[config.mk]
export PLATFORM = sky130hd
export DESIGN_NAME = id_stage_hz
export DESIGN_NICKNAME = d
export VERILOG_FILES = /design/src/rtl/id_stage_hz.sv
export SDC_FILE = /design/constraint.sdc
export NUM_CORES = 2
export LEC_CHECK = 0
export ABC_AREA = 0
export CAP_MARGIN = 20
export CORE_MARGIN = 2
export CORE_UTILIZATION = 40
export DETAILED_ROUTE_END_ITERATION = 8
export GPL_TIMING_DRIVEN = 0
export SETUP_SLACK_MARGIN = 0.5
export SLEW_MARGIN = 20
export SYNTH_ARGS = -nofsm -noshare
export SYNTH_HDL_FRONTEND = slang
export SYNTH_SLANG_ARGS = --single-unit
[constraint.sdc]
create_clock -name clk -period 6.4 [get_ports clk]
set_input_delay 1.92 -clock clk [delete_from_list [all_inputs] [get_ports clk]]
set_output_delay 1.92 -clock clk [all_outputs]
set_load 0.01 [all_outputs]
[src/rtl/id_stage_hz.sv]
// MIPS decode stage: register file, ID-stage branch resolution with forwarding,
// hazard/stall detection and the ID/EX register. ID_STAGE_PERF_EN adds stall/branch counters.
module id_stage_hz #(
    parameter int DATA_W   = 32,
    parameter int NUM_REGS = 32,
    parameter int REG_AW   = 5,
    parameter int ADDR_W   = 32,
    parameter int CTRL_W   = 16
) (
    input  logic              clk,
    input  logic              rst_n,
    input  logic              in_valid,
    input  logic [31:0]       in_instr,
    input  logic [ADDR_W-1:0] in_pc,
    input  logic [CTRL_W-1:0] ctrl_in,
    input  logic              is_branch,
    input  logic              wb_we,
    input  logic [REG_AW-1:0] wb_addr,
    input  logic [DATA_W-1:0] wb_data,
    input  logic              ex_reg_write,
    input  logic              ex_mem_read,
    input  logic [REG_AW-1:0] ex_dst,
    input  logic              mem_reg_write,
    input  logic              mem_mem_read,
    input  logic [REG_AW-1:0] mem_dst,
    input  logic [DATA_W-1:0] mem_alu,
    input  logic              flush_ex,
    output logic              stall,
    output logic              pc_src,
    output logic [ADDR_W-1:0] branch_target,
    output logic              out_valid,
    output logic [ADDR_W-1:0] out_pc,
    output logic [DATA_W-1:0] out_rs_data,
    output logic [DATA_W-1:0] out_rt_data,
    output logic [DATA_W-1:0] out_imm,
    output logic [REG_AW-1:0] out_rs,
    output logic [REG_AW-1:0] out_rt,
    output logic [REG_AW-1:0] out_rd,
    output logic [CTRL_W-1:0] out_ctrl
`ifdef ID_STAGE_PERF_EN
    ,
    output logic [31:0]       stall_cnt,
    output logic [31:0]       br_taken_cnt
`endif
);

    logic [5:0]        opcode;
    logic [REG_AW-1:0] rs_idx, rt_idx, rd_idx;
    logic [15:0]       imm16;

    assign opcode = in_instr[31:26];
    assign rs_idx = in_instr[21 +: REG_AW];
    assign rt_idx = in_instr[16 +: REG_AW];
    assign rd_idx = in_instr[11 +: REG_AW];
    assign imm16  = in_instr[15:0];

    logic [DATA_W-1:0] rf_q [NUM_REGS];

    always_ff @(posedge clk or negedge rst_n) begin
        if (!rst_n) begin
            for (int unsigned i = 0; i < NUM_REGS; i++) rf_q[i] <= '0;
        end else if (wb_we && wb_addr != '0) begin
            rf_q[wb_addr] <= wb_data;
        end
    end

    // Read ports see a same-cycle writeback; index 0 is hard zero.
    logic [DATA_W-1:0] rs_val, rt_val;

    always_comb begin
        rs_val = '0;
        rt_val = '0;
        if (rs_idx != '0) rs_val = (wb_we && wb_addr == rs_idx) ? wb_data : rf_q[rs_idx];
        if (rt_idx != '0) rt_val = (wb_we && wb_addr == rt_idx) ? wb_data : rf_q[rt_idx];
    end

    logic ex_match, mem_match, stall_cond;

    assign ex_match  = (ex_dst != '0)  && (ex_dst == rs_idx || ex_dst == rt_idx);
    assign mem_match = (mem_dst != '0) && (mem_dst == rs_idx || mem_dst == rt_idx);

    assign stall_cond = (ex_mem_read && ex_match) ||
                        (is_branch && ((ex_reg_write && ex_match) || (mem_mem_read && mem_match)));
    assign stall = in_valid && stall_cond;

    logic              mem_fwd_ok;
    logic [DATA_W-1:0] br_a, br_b;
    logic              br_cond;

    assign mem_fwd_ok = mem_reg_write && !mem_mem_read && (mem_dst != '0);
    assign br_a = (mem_fwd_ok && mem_dst == rs_idx) ? mem_alu : rs_val;
    assign br_b = (mem_fwd_ok && mem_dst == rt_idx) ? mem_alu : rt_val;

    always_comb begin
        br_cond = 1'b0;
        case (opcode)
            6'b000100: br_cond = (br_a == br_b);
            6'b000101: br_cond = (br_a != br_b);
            6'b000110: br_cond = br_a[DATA_W-1] || (br_a == '0);
            6'b000111: br_cond = !br_a[DATA_W-1] && (br_a != '0);
            default:   br_cond = 1'b0;
        endcase
    end

    assign pc_src = in_valid && is_branch && !stall && br_cond;

    logic [ADDR_W-1:0] br_off;
    assign br_off        = ADDR_W'($signed(imm16)) << 2;
    assign branch_target = in_pc + br_off;

    logic              valid_q, valid_d;
    logic [ADDR_W-1:0] pc_q, pc_d;
    logic [DATA_W-1:0] rs_data_q, rs_data_d, rt_data_q, rt_data_d, imm_q, imm_d;
    logic [REG_AW-1:0] rs_q, rs_d, rt_q, rt_d, rd_q, rd_d;
    logic [CTRL_W-1:0] ctrl_q, ctrl_d;
    logic              capture;

    // Bubbles clear only valid and ctrl; the data fields keep their old contents.
    assign capture = in_valid && !stall && !flush_ex;

    always_comb begin
        valid_d   = capture;
        ctrl_d    = capture ? ctrl_in : '0;
        pc_d      = capture ? in_pc   : pc_q;
        rs_data_d = capture ? rs_val  : rs_data_q;
        rt_data_d = capture ? rt_val  : rt_data_q;
        imm_d     = capture ? DATA_W'($signed(imm16)) : imm_q;
        rs_d      = capture ? rs_idx  : rs_q;
        rt_d      = capture ? rt_idx  : rt_q;
        rd_d      = capture ? rd_idx  : rd_q;
    end

    always_ff @(posedge clk or negedge rst_n) begin
        if (!rst_n) begin
            valid_q   <= 1'b0;
            ctrl_q    <= '0;
            pc_q      <= '0;
            rs_data_q <= '0;
            rt_data_q <= '0;
            imm_q     <= '0;
            rs_q      <= '0;
            rt_q      <= '0;
            rd_q      <= '0;
        end else begin
            valid_q   <= valid_d;
            ctrl_q    <= ctrl_d;
            pc_q      <= pc_d;
            rs_data_q <= rs_data_d;
            rt_data_q <= rt_data_d;
            imm_q     <= imm_d;
            rs_q      <= rs_d;
            rt_q      <= rt_d;
            rd_q      <= rd_d;
        end
    end

    assign out_valid   = valid_q;
    assign out_ctrl    = ctrl_q;
    assign out_pc      = pc_q;
    assign out_rs_data = rs_data_q;
    assign out_rt_data = rt_data_q;
    assign out_imm     = imm_q;
    assign out_rs      = rs_q;
    assign out_rt      = rt_q;
    assign out_rd      = rd_q;

`ifdef ID_STAGE_PERF_EN
    logic [31:0] stall_cnt_q, br_taken_cnt_q;

    always_ff @(posedge clk or negedge rst_n) begin
        if (!rst_n) begin
            stall_cnt_q    <= '0;
            br_taken_cnt_q <= '0;
        end else begin
            if (stall && stall_cnt_q != '1)     stall_cnt_q    <= stall_cnt_q + 32'd1;
            if (pc_src && br_taken_cnt_q != '1) br_taken_cnt_q <= br_taken_cnt_q + 32'd1;
        end
    end

    assign stall_cnt    = stall_cnt_q;
    assign br_taken_cnt = br_taken_cnt_q;
`endif

endmodule

=== Yosys cells after proc, flatten, opt, wreduce, memory -nomap -nowiden ===
Index checks and enable logic that the tools add are counted.
W data, S select, Z words.

* Register bits: 1168
* Latch bits: 0
* Memory bits (writable): 0
* ROM bits: 0
* Input port bits: 169
* Output and inout port bits: 194
* Word-level logic and storage cells: 115
* Memories: 0

* Add/sub/neg operators: 1
* Multipliers: 0
* Divide/modulo/power cells: 0
* Magnitude comparators: 4
* Eq/ne operators: 12
* Shifts and indexed selects: 0
* Multiplexer cells: 17
* Bitwise logic cells: 3
* Reductions and logical operators: 37

{| class="wikitable"
|+ Operators by type and width
! cell !! count
|-
| $bwmux W1024 || 1
|-
| $mux W32 || 11
|-
| $bmux W32 S5 || 2
|-
| $demux W32 S5 || 1
|-
| $add A32 B32 Y32 || 1
|-
| $eq A32 B32 Y1 || 1
|-
| $logic_not A32 Y1 || 1
|-
| $ne A32 B32 Y1 || 1
|-
| $reduce_bool A32 Y1 || 1
|-
| $eq A5 B5 Y1 || 6
|-
| $reduce_bool A5 Y1 || 5
|-
| $eq A6 B3 Y1 const B || 4
|-
| $logic_and A1 B1 Y1 || 21
|-
| $ge A6 B6 Y1 const B || 3
|-
| $not A5 Y6 || 3
|-
| $mux W16 || 1
|-
| $lt A6 B1 Y1 const B || 1
|-
| $logic_or A1 B1 Y1 || 5
|-
| $logic_not A1 Y1 || 4
|-
| $pmux W1 S4 || 1
|}

=== Longest topological paths before layout ===
* Depth in word-level cells: 12
* Mapped depth: 18
* Gate-level depth less buffers: 14

=== Worst setup path after synthesis ===
Ideal clock, no wire load.

* Path type: input to output
* From: input port in_instr[23]
* To: output port pc_src
* Data arrival time: 4.662 ns
* Required time: 4.480 ns
* Setup slack: -0.182 ns
* Cell stages on the path: 14
* Buffers on the path: 4
* Path through: buf_4 buf_4 buf_4 clkbuf_1 mux4_2 a32oi_1 nand4_1 a211oi_1 xor2_1 nor4_1 nand4_1 nor4_2 a211o_1 nand2_1

* Word-level cells in the longest chain between the ends: 11
* Elaborated cells on any way between the ends: 35
* Those cells by class: 5 x eq/ne; 7 x mux; 1 x bitwise; 22 x reduce/logical

{| class="wikitable"
|+ Ends and longest elaborated chain
! what !! line !! RTL
|-
| start, declared || 13 || <nowiki>input logic [31:0] in_instr,</nowiki>
|-
| $not A5 Y6 (not written as such), or another cell as far along || 73 || <nowiki>if (rs_idx != '0) rs_val = (wb_we && wb_addr == rs_idx) ? wb_data : rf_q[rs_idx];</nowiki>
|-
| $bmux W32 S5, or another cell as far along || 73 ||
|-
| $mux W32 (not written as such), or another cell as far along || 73 ||
|-
| $mux W32 (not written as such) or $logic_and A1 B1 Y1 (tied branches) || 73, 83 ||
|-
| $mux W32 or $logic_or A1 B1 Y1 (tied branches) || 73, 83 ||
|-
| $mux W32 or $logic_and A1 B1 Y1 (tied branches) || 73, 83 ||
|-
| $mux W32 or $logic_or A1 B1 Y1 (tied branches) || 91, 82 ||
|-
| $reduce_bool A32 Y1, or another cell as far along || 100 || <nowiki>6'b000111: br_cond = !br_a[DATA_W-1] && (br_a != '0);</nowiki>
|-
| $logic_and A1 B1 Y1, or another cell as far along || 100 ||
|-
| $pmux W1 S4 or $logic_and A1 B1 Y1 (tied branches) || 96, 105 ||
|-
| $logic_and A1 B1 Y1 (*) || 105 || <nowiki>assign pc_src = in_valid && is_branch && !stall && br_cond;</nowiki>
|-
| end, declared || 29 || <nowiki>output logic pc_src,</nowiki>
|}

Mark *: on every way between the ends. The rest lies on a longest branch, timed or not. The select of a mux whose other input is x is not followed.

=== Worst setup path in the final report ===
* From: input port in_instr[24]
* To: output port pc_src

Same word-level chain as after synthesis.

==> impl_metrics.yaml <==
yosys:
  synth_edf_count: 0
  synth.area.top_cells: "dfrtp_1, mux2_2, mux4_2"
  syn_inst: 4906
  yosysWarnings: 0
  syn_area_sq_um: 64500
  ys_types: 92
  synth-main-ff-cell: "dfrtp_1"
  async_reset_ff_share_pct: 100.0
  ys_seq_elements: 1163
  post-synth-top-area-cell: "dfrtp_1"
  synth_nets: 5105
  ys_seq_area_share_pct: 45.12
  syn_area_per_cell_sq_um: 13.15
  synth.top_cell.area_share_pct: 45.12
timing:
  finalHoldViolCount: 0
  grt_setup_unrepaired: "yes"
  fin_hold_ws_ns: 0.4713
  worst_pin_slew_ns: 1.252
  setup_viol: 6
  period_share_pct: 120.6
  period_minus_slack_ns: 7.721
  fin_skew_ns: 0.04111
  finalMaxSlewViolations: 0
  max_freq_mhz: 129.5
  layout_setup_ws_ns: -1.321
  slew_headroom_pct: 16.27
min_path:
  holdPathStages: 2
  min_path_type: "reg2reg"
place:
  dp.cells: 7458
  hpwl_um: 264700
  port_buffers: 351
  dpl_cell_area_sq_um: 72050
  gp_congestion: 1.076
layout:
  final_cell_area_sq_um: 84080
  num-fill-cells: 13729
  drive_gt1_share_pct: 44.79
  seqCellArea_sq_um: 29100
  multiInputGateArea_sq_um: 34600
  nets: 5941
  fin_cells: 8054
  synthToLayoutAreaGrowth_pct: 30.34
critical_path:
  cpPeakStageDelay_ns: 0.76
  crit_arrival_ns: 5.80
  reg2reg_depth: 6
  critPathCaptureType: "primary output"
  crit_type: "in2out"
  path_depth: 16
  slowest_stage: "nor2_1"
  cp_max_fo: 10
  cp_cell_sequence: "clkdlybuf4s15_2 -> buf_6 -> buf_6 -> clkinv_4 -> nor2_1 -> a32oi_1 -> nand4_1 -> buf_4 -> a211oi_4 -> xor2_1 -> nor4_2 -> nand4_1 -> nor4_2 -> a211o_1 -> nand2_2 -> buf_6"
  required_ns: 4.48
  path_delay_family: "simple AND/OR/NAND/NOR gates"
  path_common_cell: "buf_6"
  crit_buf_inv: 6
  startpoint_type: "input pin"
die:
  start_util_pct: 40.22
  fp.dieW_um: 405.6
  core-area_sq_um: 160400
  design.die.area_sq_um: 164500
  rows: 147
  ios: 363
  die_y_um: 405.6
pwr:
  power_density_nw_per_um2: 301.8
  p_leak_nw: 36.32
  vdd_drop_max_mv: 0.3386
drt:
  avgViaCountPerCell: 7.070
  drt-total-wl_um: 385800
  firstDrtPassIters: 6
  drc: 0
  drt_iter0_markers: 9325
  ant_nets: 0
  via_count: 56941
  wl_per_cell_um: 47.90
grt:
  grtUsageTotal_pct: 46.57
  grt_pass1_vias: 53123
  grt_max_degree: 138
  grt-ovfl-total: 0
  grt_pass1_wl_um: 504100
  antenna_found_initial: 51
status:
  failed_checks: "setup timing"
  outcome: "finished with violations"
clock_network:
  clockBufferDepth: 3
  cts_buffers: 139
  worst_skew_pair.late_latency_ns: 0.88
  cts-htree-levels: 4
  root_buffer: "clkbuf_16"
  cts_hold_buf: 0
  cts_tree: "done"
  clock-sinks: 1163
  cts.clk_slew.worst_paths_ns: 0.06
flow_run:
  drv_cap: 0
==> timing repair <==
| action | CTS | global route |
|---|---|---|
| hold endpoints to repair | 0 | 0 |
| endpoints found under the setup margin | 167 | 24 |
| buffers inserted | 259 | 33 |
| gates resized for setup | 1072 | 79 |
| cloned | 12 | 0 |
| pin swaps | 107 | 38 |
==> registers in the layout (all words and copies together), names as in the netlist <==
name         count
rf_q          1024
out_rs           5
out_valid        1
out_pc          32
out_ctrl        16
out_rs_data     32
out_imm         16
out_rt_data     32
out_rt           5
==> worst min-delay path, stage by stage, from the launching register on <==
cell	delay [ns]
dfrtp_1	0.34
nand2_1	0.05
nand2_1	0.05
==> layout make-up <==
type / count / share of cell area, %
buffer: 526 / 6.262
sequential: 1163 / 34.62
timing repair buffer: 696 / 8.847
inverter: 24 / 0.1384
clock buffer: 212 / 4.965
clock inverter: 39 / 0.6786
antenna: 42 / 0.1250
multi-input combinational: 3192 / 41.15
tap: 2160 / 3.214
==> path summary, 6_finish.rpt <==
path / to / slack (ns) / startpoint
worst min-delay path: out_rt_data[26]$_DFFE_PN0P_ / 0.47 / out_rt_data[26]$_DFFE_PN0P_
max in group asynchronous: rf_q[174]$_DFFE_PN0P_ / 3.11 / rst_n
worst min register to register: out_rt_data[26]$_DFFE_PN0P_ / 0.47 / out_rt_data[26]$_DFFE_PN0P_
worst max-delay path: pc_src / -1.32 / in_instr[24]
min in group asynchronous: rf_q[709]$_DFFE_PN0P_ / 0.97 / rst_n
worst max register to register: out_rt_data[8]$_DFFE_PN0P_ / 3.92 / rf_q[776]$_DFFE_PN0P_
==> where the power goes <==
part           internal (mW)  total, mW  switching [mW]
logic                   3.47       7.06            3.58
clock network           4.79       8.43            3.63
registers               8.73       9.89            1.16
total                   17.0       25.4            8.38
==> placed cells by master (no fill, tap or decap), drive strengths merged, types with 29 or more instances in the layout <==
master,n
o221ai,35
nand2,347
nand4,35
o41ai,31
o21ai,67
nand3,65
clkbuf,488
nor2,93
ha,29
clkdlybuf4s50,280
xor2,32
buf,633
xnor2,50
dfrtp,1163
a211oi,30
a22oi,88
mux2i,268
diode,42
mux4,385
o31ai,41
o22ai,33
a21oi,65
a221oi,44
a22o,51
and2,37
nor3,55
mux2,1026
==> per-layer routing <==
metal  vias to the layer above  wire (um)  track usage [%]  part of all wire (%)
met1                     29547     136100            55.41                    35
met4                        44      39750            37.47                    10
met5                         -        667            1.338                  0.17
li1                      20409          -                -                     -
met2                      5276     148700            61.06                    39
met3                      1665      60630            25.58                    16
==> synth_stat cells, types with 54 or more instances <==
master and number:
dfrtp_1 1163, mux2_2 1026, mux4_2 365, nand2_1 347, clkbuf_1 274, mux2i_1 268, nor2_1 92, a22oi_1 88
buf_2 68, a21oi_1 65, nand3_1 65, buf_4 64, o21ai_0 64, buf_1 60, nor3_1 54
==> per-stage QoR <==
stage / power [mW] / utilization (%) / setup slack [ns] / setup TNS [ns]
2_1_floorplan: 13.03 / - / 0.002185 / 0
3_3_place_gp: 15.75 / 44.29 / -51.89 / -
3_5_place_dp: 15.89 / 44.92 / -4.080 / -173.91
4_1_cts: 24.85 / 51.98 / -1.006 / -1.342
5_1_grt: 25.84 / 52.36 / -1.209 / -2.308
6_report: 25.37 / 52.42 / -1.321 / -1.793
==> kinds of logic after synthesis <==
family | synth area share [%]
muxes | 35.63
DFF | 45.12
and+or+nand+nor | 5.693
AOI/OAI and AO/OA | 7.321
buffers and inverters | 4.520
xor gates and xnor gates | 1.125
adders and majority gates | 0.5936
No activity file was read; power rests on OpenSTA's default activity.
